$ cat src/rtl/aes_pkg.sv
// Shared AES state types, FSM encoding and byte-index helper for the ShiftRows datapath.
package aes_pkg;

  localparam int AES_NB          = 4;
  localparam int AES_STATE_BYTES = 16;

  typedef logic [8*AES_STATE_BYTES-1:0] aes_state_t;
  typedef logic [7:0]                   aes_byte_t;

  typedef enum logic {
    ST_LOAD = 1'b0,
    ST_HOLD = 1'b1
  } isr_state_e;

  // Column-major state byte index s[r + 4c]; byte k sits at bits [127-8k -: 8].
  function automatic int aes_byte_idx(input int r, input int c);
    return r + AES_NB * c;
  endfunction

endpackage

$ cat src/rtl/inv_shift_map.sv
// Combinational AES InvShiftRows permutation; zero latency, no flow control.
// With FWD_MODE_EN defined, mode_i=1 selects forward ShiftRows instead.
module inv_shift_map
  import aes_pkg::*;
(
`ifdef FWD_MODE_EN
  input  logic       mode_i,
`endif
  input  aes_state_t state_i,
  output aes_state_t state_o
);

  for (genvar r = 0; r < AES_NB; r++) begin : g_row
    for (genvar c = 0; c < AES_NB; c++) begin : g_col
      localparam int DST     = aes_byte_idx(r, c);
      localparam int INV_SRC = aes_byte_idx(r, (c - r + AES_NB) % AES_NB);
`ifdef FWD_MODE_EN
      localparam int FWD_SRC = aes_byte_idx(r, (c + r) % AES_NB);
      assign state_o[127-8*DST -: 8] = mode_i ? state_i[127-8*FWD_SRC -: 8]
                                              : state_i[127-8*INV_SRC -: 8];
`else
      assign state_o[127-8*DST -: 8] = state_i[127-8*INV_SRC -: 8];
`endif
    end
  end

endmodule

$ cat src/rtl/inv_shift_rows_seq.sv
// Byte-serial AES InvShiftRows: collects 16 bytes, presents the permuted block one cycle after byte 15.
// Holds the block (in_ready=0) until out_ready; optional FWD_MODE_EN adds a per-block forward/inverse mode.
module inv_shift_rows_seq
  import aes_pkg::*;
#(
  parameter bit IN_MSB_FIRST = 1'b1
) (
  input  logic         clk,
  input  logic         rst_n,
  input  logic         flush,
`ifdef FWD_MODE_EN
  input  logic         mode,
`endif
  input  logic         in_valid,
  output logic         in_ready,
  input  logic [7:0]   in_byte,
  output logic         out_valid,
  input  logic         out_ready,
  output logic [127:0] out_state
);

  isr_state_e state_q, state_d;
  logic [3:0] cnt_q, cnt_d;
  aes_state_t buf_q, buf_d;
  logic       accept;
  logic [3:0] byte_pos;

  // Byte position counted from the LSB end of the 128-bit buffer.
  assign byte_pos = IN_MSB_FIRST ? ~cnt_q : cnt_q;

  always_comb begin
    state_d   = state_q;
    cnt_d     = cnt_q;
    buf_d     = buf_q;
    in_ready  = 1'b0;
    out_valid = 1'b0;
    accept    = 1'b0;
    case (state_q)
      ST_LOAD: begin
        in_ready = 1'b1;
        if (in_valid && !flush) begin
          accept = 1'b1;
          buf_d[{byte_pos, 3'b000} +: 8] = in_byte;
          cnt_d = cnt_q + 4'd1;
          if (cnt_q == 4'd15) state_d = ST_HOLD;
        end
      end
      ST_HOLD: begin
        out_valid = 1'b1;
        if (out_ready) state_d = ST_LOAD;
      end
      default: state_d = ST_LOAD;
    endcase
    if (flush) begin
      state_d = ST_LOAD;
      cnt_d   = 4'd0;
    end
  end

  always_ff @(posedge clk or negedge rst_n) begin
    if (!rst_n) begin
      state_q <= ST_LOAD;
      cnt_q   <= 4'd0;
      buf_q   <= '0;
    end else begin
      state_q <= state_d;
      cnt_q   <= cnt_d;
      buf_q   <= buf_d;
    end
  end

`ifdef FWD_MODE_EN
  logic mode_q;

  // Mode is latched with byte 0 so it stays fixed for the whole block.
  always_ff @(posedge clk or negedge rst_n) begin
    if (!rst_n) begin
      mode_q <= 1'b0;
    end else if (accept && cnt_q == 4'd0) begin
      mode_q <= mode;
    end
  end

  inv_shift_map u_map (
    .mode_i  (mode_q),
    .state_i (buf_q),
    .state_o (out_state)
  );
`else
  inv_shift_map u_map (
    .state_i (buf_q),
    .state_o (out_state)
  );
`endif

endmodule

$ cat config.mk
export PLATFORM = sky130hd
export DESIGN_NAME = inv_shift_rows_seq
export DESIGN_NICKNAME = d
export VERILOG_FILES = /design/src/rtl/aes_pkg.sv /design/src/rtl/inv_shift_map.sv /design/src/rtl/inv_shift_rows_seq.sv
export SDC_FILE = /design/constraint.sdc
export NUM_CORES = 1
export LEC_CHECK = 0
export CAP_MARGIN = 15
export CORE_MARGIN = 4
export CORE_UTILIZATION = 53
export DETAILED_ROUTE_END_ITERATION = 8
export DONT_BUFFER_PORTS = 1
export HOLD_SLACK_MARGIN = 0.06
export PLACE_DENSITY = 0.72
export SYNTH_ARGS = -nofsm -noshare
export SYNTH_HDL_FRONTEND = slang
export SYNTH_SLANG_ARGS = --single-unit
$ cat constraint.sdc
create_clock -name clk -period 2.08 [get_ports clk]
set_input_delay 0.624 -clock clk [delete_from_list [all_inputs] [get_ports clk]]
set_output_delay 0.624 -clock clk [all_outputs]
set_load 0.05 [all_outputs]
# == Word-level counts from Yosys, hierarchy flattened ==
# Index checks and enable logic that the tools add are counted.
# word_totals
regBits,133
# classes
n_shift,2
bitwise_logic,2
reduce_logical,5
n_mux,11
n_addsub,2
eq_ne,2
# op_table
operator,count
$bwmux 128,1
$shift 8x9->128 const A,1
$shiftx 8x9->128,1
$mux 4,3
$neg 7->9,1
$mux 1,6
$add 4x1->4 const B,1
$eq 4x4->1 const B,1
$not 4->4,1
$reduce_and 2->1,2
$ne 2x2->1 const B,1
$pmux 1 s2,1
$reduce_bool 2->1,1
$logic_and 1x1->1,1
$logic_not 1->1,1
$not 1->1,1

# == Logic depth before layout (Yosys ltp) ==
# Gate-level depths: netlist of run 1.
# logic_depth
word_depth,5
mapped_depth,7
mapped_depth_nobuf,6

# == Cells and area by module ==
# Synthesis of run 1 repeated with hierarchy kept, for this count alone.
# unflattened
cells_unflattened,540
hier_area_um2,6670.1
# modules_own_cells
mod,seq_area_each_um2,cells_per_inst,area_per_inst_um2,n_inst
inv_shift_rows_seq,3328.2,412,5709.2,1
inv_shift_map,0.0,128,960.9,1

# == Worst setup path before layout of run 1 ==
# OpenSTA, ideal clock, no wires.
# synth_path
path_type,reg-to-reg
start,reg cnt_q[0]
end,reg buf_q[64]
arrival_ps,2118
slack_ps,-163
path_stages_with_launch,8
required_ps,1955
period_less_slack_ps,2243
cell_sequence,dfrtp_1 -> clkbuf_1 -> inv_1 -> ha_1 -> nand3b_1 -> or3_1 -> buf_2 -> mux2_2
# synth_via
elab_chain_cells,4
word_cells_on_any_way,5
cone_classes,add/sub: 1; shift: 2; mux: 1; bitwise: 1
# synth_lines
element,line_no,text
from (decl),inv_shift_rows_seq.sv:23,"logic [3:0] cnt_q, cnt_d;"
from (signal assigned),inv_shift_rows_seq.sv:67,cnt_q <= cnt_d;
$not 4->4 *,inv_shift_rows_seq.sv:29,assign byte_pos = IN_MSB_FIRST ? ~cnt_q : cnt_q;
$neg 7->9 *,inv_shift_rows_seq.sv:43,"buf_d[{byte_pos, 3'b000} +: 8] = in_byte;"
$shiftx 8x9->128 / $shift 8x9->128 (equally long branches),inv_shift_rows_seq.sv:43,
$bwmux 128 *,inv_shift_rows_seq.sv:43,
to (signal assigned),inv_shift_rows_seq.sv:68,buf_q <= buf_d;
to (decl),inv_shift_rows_seq.sv:24,"aes_state_t buf_q, buf_d;"
# Mark *: on every way between the ends. The rest lies on a longest branch, timed or not.
# A chain may end at the register's enable or synchronous reset.

# == Worst setup path after layout of run 1 ==
# layout_path
start,reg state_q
end,out in_ready
# layout_via
elab_chain_cells,1
# layout_lines
element,line_no,text
from (decl),inv_shift_rows_seq.sv:22,"isr_state_e state_q, state_d;"
from (signal assigned),inv_shift_rows_seq.sv:66,state_q <= state_d;
$mux 1,inv_shift_rows_seq.sv:38,case (state_q)
to (decl),inv_shift_rows_seq.sv:15,"output logic in_ready,"
# Every way passes these cells.

==> results of run 1 <==
[sequential cells by signal (all words and copies together), names as in the netlist]
signal / count
buf_q: 128
cnt_q: 4
state_q: 1
[power breakdown]
group / internal (mW) / switching, mW / total [mW] / leakage (nW)
Clock: 2.12 / 1.13 / 3.25 / 0.313
Sequential: 2.79 / 0.935 / 3.73 / 1.72
Combinational: 0.198 / 0.171 / 0.369 / 1.31
Total: 5.10 / 2.24 / 7.34 / 3.35
[Yosys cell counts]
master and n:
dfrtp_1 133, mux2_2 96, inv_1 35, mux2i_1 32, nand2_1 22, and2_1 17, nor3_2 10, clkbuf_1 9
nor2_1 9, buf_2 6, nand3_1 5, a21oi_1 4, nor2b_1 4, xor2_1 4, ha_1 3, or3_1 3
xnor2_1 3, nand2b_1 2, nor3_1 2, a32o_1 1, and3b_1 1, buf_4 1, nand3b_1 1, nand4_1 1
nor3b_4 1
[layer usage]
layer | track usage [%] | part of all wire [%]
met1 | 26.83 | 40
met2 | 35.57 | 49
met3 | 8.736 | 9.2
met4 | 7.747 | 1.4
met5 | 0 | 0
[area by class of cell]
| class | count | area (sq um) | share of cell area (%) |
|---|---|---|---|
| clock buffer | 18 | 427.9 | 6.544 |
| clock inverter | 14 | 222.7 | 3.406 |
| inverter | 35 | 131.4 | 2.009 |
| multi-input combinational | 221 | 2017 | 30.85 |
| sequential | 133 | 3328 | 50.90 |
| tap | 133 | 166.4 | 2.545 |
| timing repair buffer | 31 | 245.2 | 3.750 |
[repair_timing]
action	in CTS	in global routing
buffers inserted	0	0
pin swaps	0	0
hold endpoints to repair	133	133
gates resized for setup	0	4
endpoints found under the setup margin	4	37
[worst min-delay path by stage]
stage	to	cells after the start	from	slack [ns]
final	buf_q[41]$_DFFE_PN0P_	0	rst_n	-0.19
after global routing	buf_q[41]$_DFFE_PN0P_	0	rst_n	-0.23
after CTS	buf_q[41]$_DFFE_PN0P_	0	rst_n	-0.22
after detailed placement	buf_q[41]$_DFFE_PN0P_	0	rst_n	0.33
after global placement	buf_q[41]$_DFFE_PN0P_	0	rst_n	0.33
after floorplan	buf_q[0]$_DFFE_PN0P_	0	rst_n	0.33
[cells by family (layout without fill, tap and decap cells)]
group,after synthesis,count (layout)
muxes,128,128
AOI/OAI and AO/OA,5,5
and+or+nand+nor,78,78
adders and majority gates,3,3
DFF,133,133
xor gates and xnor gates,7,7
buffers and inverters,51,98
==> impl_metrics.tcl, run 1 <==
set metrics [dict create \
    violations "negative hold slack" \
    fillers 719 \
    gp_congestion 0.8009 \
    worstPathArrival_ns 1.38 \
    finalHoldViolCount 133 \
    ir_drop_mv 0.7754 \
    grt_pass1_wl_mm 19.58 \
    die_area_sq_um 12100 \
    cts_tree "yes" \
    slowest_delay_ns 0.39 \
    path_max_fanout 4 \
    power_mw 7.344 \
    whs_ns -0.1903 \
    power_density_nw_per_um2 1123 \
    drt-pass1-iter-count 4 \
    hpwlAfterDp_mm 8.282 \
    critical_path_depth 3 \
    ys_ff_latch 133 \
    place_area_sq_um 5869 \
    setup.worst_path.end "in_ready" \
    drive_above_1_share_pct 38.72 \
    post-route-min-period_ns 2.004 \
    syn-num-nets 421 \
    hp-class "primary input to asynchronous set/reset pin" \
    synth_top_area_share_pct 60.33 \
    row_count 36 \
    core_sq_um 9955 \
    synthSimpleGateAreaFrac_pct 8.256 \
    path_common_cell "buf_4" \
    grt_usage_pct 22.01 \
    clock_sinks 133 \
    synth_area_sq_um 5517 \
    synthAdderAreaFrac_pct 0.6804 \
    nNetsFinal 455 \
    muxShareOfSynthArea_pct 25.40 \
    worst_pin_slew_ns 0.6488 \
    drc 0 \
    grt-ovfl-total 0 \
    synth_compound_area_share_pct 0.5443 \
    postLayoutCoreUtil_pct 65.69 \
    io_pins 143 \
    worstRegToRegCells 7 \
    chipHeight_um 110.0 \
    status "finished with violations" \
    worstPathCellList "buf_4 > inv_1 > buf_4" \
    final_cell_area_sq_um 6539 \
    endpoint_kind "output pin" \
    final_cell_mix "133 x dfrtp_1, 96 x mux2_2, 35 x inv_1" \
    crit_path_start_kind "flop" \
    slew_headroom_pct 56.51 \
    finalCritPeriodShare_pct 96.34 \
    timing.rr.end "buf_q[42]$_DFFE_PN0P_" \
    setup_ws_ns 0.07622 \
    path_buf_inv 3 \
    drtIter0Drc 207 \
    setup-violations-final 0 \
    synth_top_area_cell "dfrtp_1" \
    final_cells 585 \
    clk_pin_slew_ns 0.06 \
    cts_buffers 17 \
    synth_top_family_by_area "multiplexers" \
    cp.required_ns 1.46 \
    cap_violations 0 \
    synth_cell_types 25 \
    ys.warnings.count 0 \
    cp_slowest_cell "dfrtp_1" \
    antenna_found_initial 0 \
    rr_startpoint "cnt_q[0]$_DFFE_PN0P_" \
    chipWidth_um 110.0 \
    area_delta_synth_final_pct 18.53 \
    rsz0062_at_grt "no" \
    drt-total-wl_mm 12.53 \
    via_count 3156 \
    fmax_mhz 499.1 \
    clock_path_buffers 2 \
    portBuffers 0 \
    clkLatencyLatePin_ns 0.51 \
    finalClockSkew_ns 0.008305 \
    ant_nets 0 \
    path_delay_family "buffers and inverters" \
    htree_levels 4 \
    synth_area_per_cell_sq_um 13.62 \
    r2r_setup_slack_ns 0.10 \
    viasPerCell 5.395 \
    place_ws_ns 0.008453 \
    n_antenna_cell 0 \
    final_common_cell "dfrtp_1" \
    start_util_pct 55.42 \
    finalMaxSlewViolations 0 \
    synth-seq-area-share_pct 60.33 \
    grt_max_degree 134 \
    synthCells 405 \
    wire_per_inst_um 21.42 \
    p_leak_nw 3.347 \
    root_buffer "clkbuf_8" \
    yosys-top-cells-area "dfrtp_1 60%, mux2_2 20%, mux2i_1 5.8%" \
    dp.cells 553 \
    grt_pass1_vias 3493 \
    finalSetupTns_ns 0 \
    path_class "flop to output pin" \
    synth-xor-area-share_pct 1.111 \
    crit_start "state_q$_DFF_PN0_" \
]
(Power assumes the default switching activity.)
==> inputs of run 2 (changes only) <==
--- a/config.mk
+++ b/config.mk
@@ -11,7 +11,7 @@
 export DETAILED_ROUTE_END_ITERATION = 8
 export DONT_BUFFER_PORTS = 1
 export HOLD_SLACK_MARGIN = 0.06
-export PLACE_DENSITY = 0.72
+export PLACE_DENSITY_LB_ADDON = 0.08
 export SYNTH_ARGS = -nofsm -noshare
 export SYNTH_HDL_FRONTEND = slang
 export SYNTH_SLANG_ARGS = --single-unit
==> impl_metrics.tcl, run 2 (same netlist as run 1, synthesis figures left out) <==
set metrics [dict create \
    largest_reg_flops 128 \
    p_seq_share_pct 51.5 \
    switching_share_pct 30.46 \
    hp-class "primary input to asynchronous set/reset pin" \
    p_comb_share_pct 5.2 \
    chipWidth_um 110.0 \
    via_count 3229 \
    gp_congestion 0.8565 \
    nNetsFinal 453 \
    fillers 743 \
    worstPathArrival_ns 1.38 \
    finalCritPeriodShare_pct 96.16 \
    drt-pass1-iter-count 4 \
    finalClockSkew_ns 0.008101 \
    cap_violations 0 \
    n_antenna_cell 0 \
    start_util_pct 55.42 \
    clk_pin_slew_ns 0.06 \
    finalMaxSlewViolations 0 \
    grt-ovfl-total 0 \
    clkLatencyLatePin_ns 0.51 \
    final_cells 583 \
    final_cell_area_sq_um 6534 \
    final_cell_mix "133 x dfrtp_1, 96 x mux2_2, 33 x inv_1" \
    p_int_mw 5.031 \
    violations "negative hold slack" \
    portBuffers 0 \
    top_regs "buf_q: 128 flops, cnt_q: 4 flops, state_q: 1 flops" \
    endpoint_kind "output pin" \
    grt_usage_pct 21.93 \
    dp.cells 551 \
    p_sw_mw 2.204 \
    post_cts_buffers 0 \
    cts_tree "yes" \
    post-route-min-period_ns 2.000 \
    grt_pass1_vias 3582 \
    worstRegToRegCells 8 \
    crit_path_start_kind "flop" \
    path_max_fanout 4 \
    final_common_cell "dfrtp_1" \
    fmax_mhz 499.9 \
    setup-violations-final 0 \
    grt_use_met2_pct 34.79 \
    power_density_nw_per_um2 1107 \
    grt-busiest-layer "met2" \
    clkPwrFrac_pct 43.2 \
    p_leak_nw 3.336 \
    slew_headroom_pct 63.31 \
    drt-total-wl_mm 12.55 \
    finalHoldViolCount 133 \
    io_pins 143 \
    hpwlAfterDp_mm 8.317 \
    htree_levels 4 \
    top_register "buf_q" \
    drc 0 \
    grtUsageMet3_pct 9.959 \
    wire_per_inst_um 21.53 \
    drive_above_1_share_pct 39.56 \
    place_area_sq_um 5854 \
    clock_path_buffers 2 \
    cp.required_ns 1.46 \
    viasPerCell 5.539 \
    antenna_found_initial 0 \
    chipHeight_um 110.0 \
    ir_drop_mv 0.5037 \
    core_sq_um 9955 \
    drtIter0Drc 175 \
    status "finished with violations" \
    cts_buffers 17 \
    grtUsageMet1_pct 27.30 \
    path_class "flop to output pin" \
    whs_ns -0.1924 \
    clock_sinks 133 \
    area_delta_synth_final_pct 18.44 \
    grt_max_degree 134 \
    worst_pin_slew_ns 0.5484 \
    row_count 36 \
    ant_nets 0 \
    root_buffer "clkbuf_8" \
    grt_pass1_wl_mm 19.56 \
    die_area_sq_um 12100 \
]
## run 2: critical path, stage by stage, from the launching register on
cell     delay [ns]
dfrtp_1        0.38
buf_4          0.24
inv_1          0.06
buf_4          0.19
## run 2: repair_timing
action                                  CTS  global route
hold endpoints to repair                133           133
gates resized for setup                   1            11
endpoints found under the setup margin    8            86
gates cloned                              0             0
## run 2: layout make-up
class                   instances  area, sq um  area share (%)
flip-flops and latches        133         3328           50.94
multi-input cells             221         2038           31.19
clock buffers                  20        455.4           6.971
repair buffers                 29        237.7           3.638
clock inverters                12        176.4           2.700
well taps                     133        166.4           2.547
inverters                      35        131.4           2.011
## run 2: per-layer routing
layer / wire length (um) / part of all wire (%) / vias to the layer above
li1: - / - / 1426
met1: 4938 / 39 / 1670
met2: 6187 / 49 / 123
met3: 1310 / 10 / 10
met4: 117 / 0.93 / 0
met5: 0 / 0 / -
## run 2: power by group through the flow
stage               sequential [mW]  combinational (mW)  clock [mW]
floorplan                      3.72               0.304           0
global placement               3.78               0.355           0
detailed placement             3.78               0.378           0
CTS                            3.74               0.381        3.19
global route                   3.76               0.427        3.32
finish                         3.73               0.379        3.13
## run 2: stage by stage
step / utilization [%] / total power, mW / setup WS [ns] / setup TNS (ns) / hold WS (ns)
2_1_floorplan: - / 4.022 / 0.007594 / 0 / 0.3284
3_3_place_gp: 58.81 / 4.131 / 0.03953 / 0 / 0.3313
3_5_place_dp: 58.81 / 4.161 / -0.03238 / -0.1743 / 0.3314
4_1_cts: 65.21 / 7.306 / 0.001449 / 0 / -0.2153
5_1_grt: 65.64 / 7.507 / -0.001442 / -0.001442 / -0.2185
6_report: 65.64 / 7.235 / 0.07977 / 0 / -0.1924
## run 2: worst paths after layout
check                      slack, ns                  from               endpoint
max in group asynchronous       2.12                 rst_n  buf_q[85]$_DFFE_PN0P_
min in group clk                0.17                 flush      state_q$_DFF_PN0_
max                             0.08     state_q$_DFF_PN0_               in_ready
min reg2reg                     0.67  cnt_q[3]$_DFFE_PN0P_      state_q$_DFF_PN0_
min                            -0.19                 rst_n   buf_q[8]$_DFFE_PN0P_
max reg2reg                     0.09  cnt_q[1]$_DFFE_PN0P_  buf_q[99]$_DFFE_PN0P_
==> inputs of run 3 (changes only) <==
--- a/config.mk
+++ b/config.mk
@@ -10,7 +10,6 @@
 export CORE_UTILIZATION = 53
 export DETAILED_ROUTE_END_ITERATION = 8
 export DONT_BUFFER_PORTS = 1
-export HOLD_SLACK_MARGIN = 0.06
 export PLACE_DENSITY_LB_ADDON = 0.08
 export SYNTH_ARGS = -nofsm -noshare
 export SYNTH_HDL_FRONTEND = slang
==> results of run 3 <==
No change in the layout: final DEF, timing and power equal those of run 2.
